File: src/rtl/inst_fetch_ctrl_if.sv
`default_nettype none
// ============================================================================
// Module      : inst_fetch_ctrl_if
// Description : Instruction-memory handshake bundle. The fetch controller is
//               the master: it drives a held chip-select plus address and gets
//               back a busy flag and the read word.
//   mem_cs    : request; held high for the whole transaction
//   mem_addr  : memory address, stable while mem_cs=1
//   mem_stall : memory busy (mem_cs & ~ack)
//   mem_dout  : read data, valid when mem_cs=1 and mem_stall=0
// Revision    : 1.0 - initial release
// ============================================================================
interface inst_fetch_ctrl_if;
    logic        mem_cs;
    logic [31:0] mem_addr;
    logic        mem_stall;
    logic [31:0] mem_dout;

    modport master (
        output mem_cs,
        output mem_addr,
        input  mem_stall,
        input  mem_dout
    );

    modport slave (
        input  mem_cs,
        input  mem_addr,
        output mem_stall,
        output mem_dout
    );
endinterface
`default_nettype wire

File: src/rtl/inst_fetch_ctrl.sv
`default_nettype none
// ============================================================================
// Module      : inst_fetch_ctrl
// Description : Fetch-side initiator for a slow instruction ROM. A PC miss
//               becomes a held cs/addr transaction; the acked word fills a
//               one-entry last-fetch buffer that serves repeated PCs without
//               touching memory. A hung memory trips a sticky timeout error.
// Ports       :
//   clk, rst             : clock, synchronous active-high reset
//   fetch_en, flush, pc  : CPU fetch request, abort, fetch byte address
//   inst, inst_valid     : instruction delivered this cycle (0 when invalid)
//   cpu_stall            : IF stage must hold pc
//   mem (master)         : memory handshake (cs/addr out, stall/dout in)
//   err                  : sticky timeout error (cleared only by rst)
//   addr_fault           : live transaction addresses beyond ADDR_WIDTH
//   hit_cnt, miss_cnt    : wrapping buffer-hit / transaction counters
// Revision    : 1.0 - initial release
// ============================================================================
module inst_fetch_ctrl #(
    parameter int ADDR_WIDTH = 6,
    parameter int TIMEOUT    = 32,
    parameter int WORD_ADDR  = 1
) (
    input  wire logic          clk,
    input  wire logic          rst,
    input  wire logic          fetch_en,
    input  wire logic          flush,
    input  wire logic [31:0]   pc,
    output logic      [31:0]   inst,
    output logic               inst_valid,
    output logic               cpu_stall,
    inst_fetch_ctrl_if.master  mem,
    output logic               err,
    output logic               addr_fault,
    output logic      [31:0]   hit_cnt,
    output logic      [31:0]   miss_cnt
);

    localparam int TW = $clog2(TIMEOUT + 1);
    localparam logic [TW-1:0] TMO_LIMIT = TW'(TIMEOUT);

    typedef enum logic [1:0] {
        S_IDLE = 2'd0,
        S_WAIT = 2'd1,
        S_ERR  = 2'd2
    } state_t;

    state_t          state_q,    state_d;
    logic            mem_cs_q,   mem_cs_d;
    logic [31:0]     mem_addr_q, mem_addr_d;
    logic            buf_valid_q, buf_valid_d;
    logic [31:0]     buf_tag_q,  buf_tag_d;
    logic [31:0]     buf_data_q, buf_data_d;
    logic            err_q,      err_d;
    logic [31:0]     hit_cnt_q,  hit_cnt_d;
    logic [31:0]     miss_cnt_q, miss_cnt_d;
    logic [TW-1:0]   tmo_q,      tmo_d;

    logic            hit;
    logic [31:0]     mapped_addr;

    // Buffer is only consulted when no transaction is in flight, so buf_tag
    // may already point at the pending PC while buf_data is still the old word.
    assign hit = fetch_en & buf_valid_q & (pc == buf_tag_q) &
                 (state_q == S_IDLE) & ~flush;

    assign mapped_addr = (WORD_ADDR != 0) ? {2'b00, pc[31:2]} : pc;

    assign inst_valid   = hit;
    assign inst         = hit ? buf_data_q : 32'd0;
    assign cpu_stall    = (fetch_en & ~hit) | (state_q == S_ERR);
    assign mem.mem_cs   = mem_cs_q;
    assign mem.mem_addr = mem_addr_q;
    assign err          = err_q;
    assign hit_cnt      = hit_cnt_q;
    assign miss_cnt     = miss_cnt_q;
    assign addr_fault   = mem_cs_q & (|(mem_addr_q >> ADDR_WIDTH));

    always_comb begin
        state_d     = state_q;
        mem_cs_d    = mem_cs_q;
        mem_addr_d  = mem_addr_q;
        buf_valid_d = buf_valid_q;
        buf_tag_d   = buf_tag_q;
        buf_data_d  = buf_data_q;
        err_d       = err_q;
        miss_cnt_d  = miss_cnt_q;
        tmo_d       = tmo_q;
        hit_cnt_d   = hit ? hit_cnt_q + 32'd1 : hit_cnt_q;

        if (flush && state_q != S_ERR) begin
            // Abort wins over a same-cycle ack: that word is dropped.
            state_d     = S_IDLE;
            mem_cs_d    = 1'b0;
            buf_valid_d = 1'b0;
            tmo_d       = '0;
        end else begin
            case (state_q)
                S_IDLE: begin
                    if (fetch_en && !hit) begin
                        state_d    = S_WAIT;
                        mem_cs_d   = 1'b1;
                        mem_addr_d = mapped_addr;
                        buf_tag_d  = pc;
                        miss_cnt_d = miss_cnt_q + 32'd1;
                        tmo_d      = '0;
                    end
                end
                S_WAIT: begin
                    if (!mem.mem_stall) begin
                        // Returning to IDLE forces cs low for a cycle, which
                        // the memory needs to separate transactions.
                        state_d     = S_IDLE;
                        mem_cs_d    = 1'b0;
                        buf_data_d  = mem.mem_dout;
                        buf_valid_d = 1'b1;
                        tmo_d       = '0;
                    end else begin
                        tmo_d = tmo_q + TW'(1);
                        if (tmo_d == TMO_LIMIT) begin
                            state_d  = S_ERR;
                            mem_cs_d = 1'b0;
                            err_d    = 1'b1;
                        end
                    end
                end
                default: begin
                    state_d  = S_ERR;
                    mem_cs_d = 1'b0;
                end
            endcase
        end
    end

    always_ff @(posedge clk) begin
        if (rst) begin
            state_q     <= S_IDLE;
            mem_cs_q    <= 1'b0;
            mem_addr_q  <= 32'd0;
            buf_valid_q <= 1'b0;
            buf_tag_q   <= 32'd0;
            buf_data_q  <= 32'd0;
            err_q       <= 1'b0;
            hit_cnt_q   <= 32'd0;
            miss_cnt_q  <= 32'd0;
            tmo_q       <= '0;
        end else begin
            state_q     <= state_d;
            mem_cs_q    <= mem_cs_d;
            mem_addr_q  <= mem_addr_d;
            buf_valid_q <= buf_valid_d;
            buf_tag_q   <= buf_tag_d;
            buf_data_q  <= buf_data_d;
            err_q       <= err_d;
            hit_cnt_q   <= hit_cnt_d;
            miss_cnt_q  <= miss_cnt_d;
            tmo_q       <= tmo_d;
        end
    end

endmodule
`default_nettype wire

File: src/flat_wrapper.sv
// flat-port wrapper written by rule: the top's interface ports become plain ports
module inst_fetch_ctrl_flat 
#(
    parameter int ADDR_WIDTH = 6,
    parameter int TIMEOUT    = 32,
    parameter int WORD_ADDR  = 1
)
  (clk, rst, fetch_en, flush, pc, inst, inst_valid, cpu_stall, err, addr_fault, hit_cnt, miss_cnt, mem_mem_cs, mem_mem_addr, mem_mem_stall, mem_mem_dout);
  inst_fetch_ctrl_if mem_i ();
  input  wire logic clk;
  input  wire logic rst;
  input  wire logic fetch_en;
  input  wire logic flush;
  input  wire logic [31:0] pc;
  output logic      [31:0] inst;
  output logic inst_valid;
  output logic cpu_stall;
  output logic err;
  output logic addr_fault;
  output logic      [31:0] hit_cnt;
  output logic      [31:0] miss_cnt;
  output wire logic [$bits(mem_i.mem_cs)-1:0] mem_mem_cs;
  output wire logic [$bits(mem_i.mem_addr)-1:0] mem_mem_addr;
  input wire logic [$bits(mem_i.mem_stall)-1:0] mem_mem_stall;
  input wire logic [$bits(mem_i.mem_dout)-1:0] mem_mem_dout;
  assign mem_mem_cs = mem_i.mem_cs;
  assign mem_mem_addr = mem_i.mem_addr;
  assign mem_i.mem_stall = mem_mem_stall;
  assign mem_i.mem_dout = mem_mem_dout;
  inst_fetch_ctrl #(.ADDR_WIDTH(ADDR_WIDTH), .TIMEOUT(TIMEOUT), .WORD_ADDR(WORD_ADDR)) u_core (.clk(clk), .rst(rst), .fetch_en(fetch_en), .flush(flush), .pc(pc), .inst(inst), .inst_valid(inst_valid), .cpu_stall(cpu_stall), .mem(mem_i), .err(err), .addr_fault(addr_fault), .hit_cnt(hit_cnt), .miss_cnt(miss_cnt));
endmodule
File: config.mk
export PLATFORM = sky130hd
export DESIGN_NAME = inst_fetch_ctrl_flat
export DESIGN_NICKNAME = d
export VERILOG_FILES = /design/src/rtl/inst_fetch_ctrl_if.sv /design/src/rtl/inst_fetch_ctrl.sv /design/src/flat_wrapper.sv
export SDC_FILE = /design/constraint.sdc
export NUM_CORES = 1
export LEC_CHECK = 0
export ABC_AREA = 1
export BUFFER_PORTS_ARGS = -buffer_cell sky130_fd_sc_hd__buf_2
export CAP_MARGIN = 40
export CORE_UTILIZATION = 55
export DETAILED_ROUTE_END_ITERATION = 6
export PLACE_DENSITY = 0.82
export RECOVER_POWER = 25
export SLEW_MARGIN = 20
export SYNTH_ARGS = -nofsm -noshare
export SYNTH_HDL_FRONTEND = slang
export SYNTH_SLANG_ARGS = --single-unit
export TNS_END_PERCENT = 100
File: constraint.sdc
create_clock -name clk -period 3.15 [get_ports clk]
set_clock_uncertainty 0.2 [all_clocks]
set_input_delay 0.7875 -clock clk [delete_from_list [all_inputs] [get_ports clk]]
set_output_delay 0.7875 -clock clk [all_outputs]
set_load 0.01 [all_outputs]
## Word level (Yosys, flattened, before mapping)

Cells that the tools add are included.

| word-level totals | value |
|---|---|
| bits in registers | 169 |
| output and inout bits | 133 |

| operators by class | value |
|---|---|
| add/subtract/negate cells | 3 |
| equality and inequality tests | 7 |
| mux-type cells | 12 |
| bitwise operators | 11 |
| reductions and logical operators | 13 |

Operators by type and width:

| cell | number |
|---|---|
| $add 32x1->32 const B | 2 |
| $eq 32x32->1 | 1 |
| $mux 32 | 1 |
| $reduce_or 24->1 | 1 |
| $mux 6 | 2 |
| $pmux 6 s2 | 1 |
| $add 6x1->6 const B | 1 |
| $and 1x1->1 | 6 |
| $eq 6x6->1 const B | 1 |
| $mux 2 | 3 |
| $reduce_and 2->1 | 3 |
| $reduce_and 3->1 | 2 |
| $ne 2x2->1 const B | 2 |
| $not 1->1 | 4 |
| $pmux 2 s2 | 1 |
| $reduce_and 4->1 | 1 |
| $mux 1 | 3 |
| $ne 3x2->1 const B | 1 |
| $eq 2x1->1 const B | 1 |
| $eq 2x2->1 const B | 1 |
| $logic_and 1x1->1 | 2 |
| $logic_not 2->1 | 1 |
| $pmux 1 s2 | 1 |
| $reduce_bool 2->1 | 1 |
| other kinds (3) | 3 |

## Longest topological paths before layout

| logic depth | value |
|---|---|
| word-level depth | 8 |
| gate-level depth with buffers | 14 |
| gate-level depth less buffers | 14 |

## Least setup slack after synthesis

No wires, ideal clock.

| timing path | value |
|---|---|
| kind | in2out |
| start | input fetch_en |
| end | output inst[10] |
| arrival time | 1.992 ns |
| setup slack | 0.170 ns |
| stages | 10 |
| cells stage by stage | buf_4 nand2_2 nor2_2 nand3_1 nor2_1 nand3_1 nor2_4 inv_2 clkbuf_1 nor2_1 |

| between the ends | value |
|---|---|
| longest elaborated chain between the ends | 5 |

RTL lines:

| what | RTL line | source |
|---|---|---|
| from (decl) | flat_wrapper.sv:12 | `input wire logic fetch_en;` |
| $and 1x1->1 (3 in a row) | inst_fetch_ctrl.sv:64 | `assign hit = fetch_en & buf_valid_q & (pc == buf_tag_q) &` |
| $and 1x1->1 | inst_fetch_ctrl.sv:65 | `(state_q == S_IDLE) & ~flush;` |
| $mux 32 | inst_fetch_ctrl.sv:70 | `assign inst = hit ? buf_data_q : 32'd0;` |
| to (decl) | flat_wrapper.sv:15 | `output logic [31:0] inst;` |

Every way passes these cells.

## Final worst setup path

| timing path | value |
|---|---|
| start | input pc[9] |
| end | output inst_valid |

| between the ends | value |
|---|---|
| longest elaborated chain between the ends | 4 |

RTL lines:

| what | RTL line | source |
|---|---|---|
| from (decl) | flat_wrapper.sv:14 | `input wire logic [31:0] pc;` |
| $eq 32x32->1 | inst_fetch_ctrl.sv:64 |  |
| $and 1x1->1 (2 in a row) | inst_fetch_ctrl.sv:64 |  |
| $and 1x1->1 | inst_fetch_ctrl.sv:65 |  |
| to (decl) | flat_wrapper.sv:16 | `output logic inst_valid;` |

Every way passes these cells.

==> flow_summary.yaml <==
status:
  outcome: "complete, but fails checks"
  violations: "design-rule violations"
cells_and_area:
  final_layout_size_suffix_gt1_share_pct: 16.2
  nFillCells: 1351
  final_cell_mix: "nand2_1 (342), nor2_1 (266), inv_1 (203)"
  fin_nets: 1630
  fin_area_sq_um: 10200
  area_delta_synth_final_pct: 21.3
  utilization_pct: 69.2
  final_common_cell: "nand2_1"
die:
  ios: 202
  initial_core_util_pct: 57.0
  dieArea_sq_um: 15700
  die_h_microns: 125
  core_area_sq_um: 14700
  die_x_microns: 125
  rows: 44
timing:
  fin_crit_sh_pct: 97.9
  hold_viol: 0
  tightest_slew_ns: 0.701
  maxSlewHeadroom_pct: 52.8
  setup_viol: 0
  slew_viol_final: 0
  fmax_ghz: 0.324
  period_minus_slack_ns: 3.08
drt:
  wl_per_cell_microns: 13.4
  vias_per_cell: 5.26
  initialDrtViolationCount: 884
  drc: 17
  drt-total-wl_microns: 23500
  drt_pass1_iterations: 7
  vias: 9233
  ant_nets: 0
synth:
  syn-cell-area_sq_um: 8390
  yosys_warnings: 0
  synth_fa_ha_area_share_pct: 0.448
  synth_simple_gate_area_share_pct: 42.0
  synthArstFlopShare_pct: 0
  yosys_register_bits: 138
  ys_seq_area_share_pct: 32.9
  yosysTopAreaCellShare_pct: 32.9
  synth.mux.area_fraction_pct: 0
  synth_compound_area_share_pct: 6.68
  synthXorXnorAreaFrac_pct: 2.82
  yosysTopAreaCell: "dfxtp_1"
  synth_edf_count: 0
  avgSynthCellArea_sq_um: 6.02
  synth-main-ff-cell: "dfxtp_1"
  ys_types: 35
  synth_top_family_by_area: "simple AND/OR/NAND/NOR gates"
  synth.area.top_cells: "dfxtp_1 (33%), nand2_1 (16%), nor2_1 (12%)"
  synth_cells: 1392
placed_design:
  hpwlAfterDp_microns: 16500
  post_dp_cell_area_sq_um: 9350
  globalplace.congestion: 0.914
  port_buffers: 199
setup_path:
  max_stage_delay_ns: 0.15
  startpoint_type: "input port"
  cp_top_family: "simple AND/OR/NAND/NOR gates"
  critPathBufInv: 6
  reg2reg_slack_ns: 0.42
  worst-path-max-fanout: 6
  end_kind: "primary output"
  cp_cell_sequence: "buf_2 > inv_1 > nand2_2 > nand2_1 > nor2_2 > nand2_1 > nor2_1 > nand3_1 > nor2_4 > buf_12 > buf_8 > buf_12 > buf_6"
  worstSetupPathType: "input port to primary output"
  crit_slowest_cell: "buf_12"
  cp.arrival_ns: 2.10
  required_ns: 2.16
power_and_ir_drop:
  ir_drop_mv: 0.351
  power_density_nw_per_um2: 465
  cellLeakagePower_nw: 4.73
global_route:
  grt_max_degree: 69
  globalRouteOverflowTotal: 0
  antenna_found_initial: 1
  grt_use_total_pct: 29.1
  grt_pass1_wl_microns: 37300
  grt_pass1_vias: 8004
cts:
  clock_latency_ns: 0.43
  clkTransAtPathRegs_ns: 0.05
  cts_root_buf: "clkbuf_16"
  cts_buffers: 17
  cts_buffer_depth: 2
  clock-sinks: 138
  cts_tree: "built"
  ctsHtreeMaxLevel: 4
job:
  drv.max_cap_violation_count: 0
worst_hold_path:
  min_path_type: "register to register"
-- per-stage QoR --
step / total power, mW / setup slack [ns] / std cells / hold slack, ns / TNS [ns]
floorplan: 2.21 / 0.170 / 1393 / 0.230 / 0
global route: 4.90 / -0.00305 / 1756 / 0.271 / -0.00305
finish: 4.73 / 0.0653 / 1756 / 0.252 / 0
global placement: 2.35 / 0.00388 / 1720 / 0.238 / 0
CTS: 4.72 / 0.00135 / 1752 / 0.254 / 0
detailed placement: 2.36 / -0.0305 / 1720 / 0.245 / -0.308
-- sequential cells by signal, summed over array words and instances (netlist names) --
signal              flops
u_core.hit_cnt         32
u_core.buf_data_q      32
u_core.state_q          2
u_core.err              1
u_core.buf_valid_q      1
u_core.tmo_q            6
u_core.buf_tag_q       32
u_core.miss_cnt        32
-- worst register-to-register path, delay by kind of cell (launching register included) --
kind | cells | cell delay (ns)
AND/OR/NAND/NOR | 9 | 1.02
buffers and inverters | 5 | 0.82
flip-flops | 1 | 0.41
AO/OA/AOI/OAI | 1 | 0.15
-- cell families (layout without fill, tap and decap cells) --
kind of cell	count (synthesis)	in the layout
other	1	3
adders and majority gates	3	3
AOI/OAI and AO/OA	110	110
DFF	138	138
and+or+nand+nor	825	825
xor gates and xnor gates	27	27
buffers and inverters	288	466
-- where the power goes --
group / internal, mW / total (mW) / switching, mW
clock: 1.61 / 2.38 / 0.772
sequential: 1.79 / 1.84 / 0.0435
combinational: 0.188 / 0.512 / 0.324
total: 3.59 / 4.73 / 1.14
-- metal layers --
layer  track usage [%]  part of all wire [%]  vias to the layer above
li1                  -                     -                     4642
met1              37.1                    42                     4181
met2              48.5                    48                      366
met3              5.82                   7.2                       44
met4              11.0                   2.3                        0
met5                 0                     0                        -
-- final timing paths --
path                                         endpoint             startpoint  cells past startpoint
worst max-delay path                       inst_valid                  pc[9]                     13
worst min-delay path            u_core.buf_data_q[14]  u_core.buf_data_q[14]                      2
worst min register to register  u_core.buf_data_q[14]  u_core.buf_data_q[14]                      2
worst max register to register    u_core.miss_cnt[20]   u_core.buf_tag_q[11]                     15
-- Yosys cell counts, types with 2 or more instances --
cell	instances
buf_4	35
o21ai_0	48
buf_6	5
buf_1	7
o21a_1	2
and2_1	2
nor3_1	31
nor4_1	7
xnor2_1	13
a21oi_1	58
or2_2	5
inv_1	205
ha_1	3
nor3b_1	4
dfxtp_1	138
clkbuf_1	25
nand3b_1	8
nor2_1	278
nand2_1	358
nand3_1	51
nor3_2	2
nor2_2	4
inv_2	2
xor2_1	14
buf_2	8
nand4_1	70
-- what timing repair did --
item                                    CTS  global route
cloned                                    0             1
pin swaps                                 0            15
endpoints found under the hold margin     0             0
endpoints found under the setup margin   32            34
buffers inserted                          0             2
resized for setup                         1            51
hold buffers                              0             0
-- area by class of cell --
type | count | area, sq um | share of cell area (%)
clock inverters | 11 | 240 | 2.36
diodes | 1 | 2.50 | 0.0246
well taps | 184 | 230 | 2.26
repair inverters | 1 | 8.76 | 0.0861
flip-flops and latches | 138 | 2770 | 27.2
multi-input cells | 967 | 4470 | 43.9
repair buffers | 225 | 1200 | 11.8
clock buffers | 21 | 460 | 4.53
inverters | 208 | 793 | 7.80
Note: power is estimated with default switching activity, not from simulation.
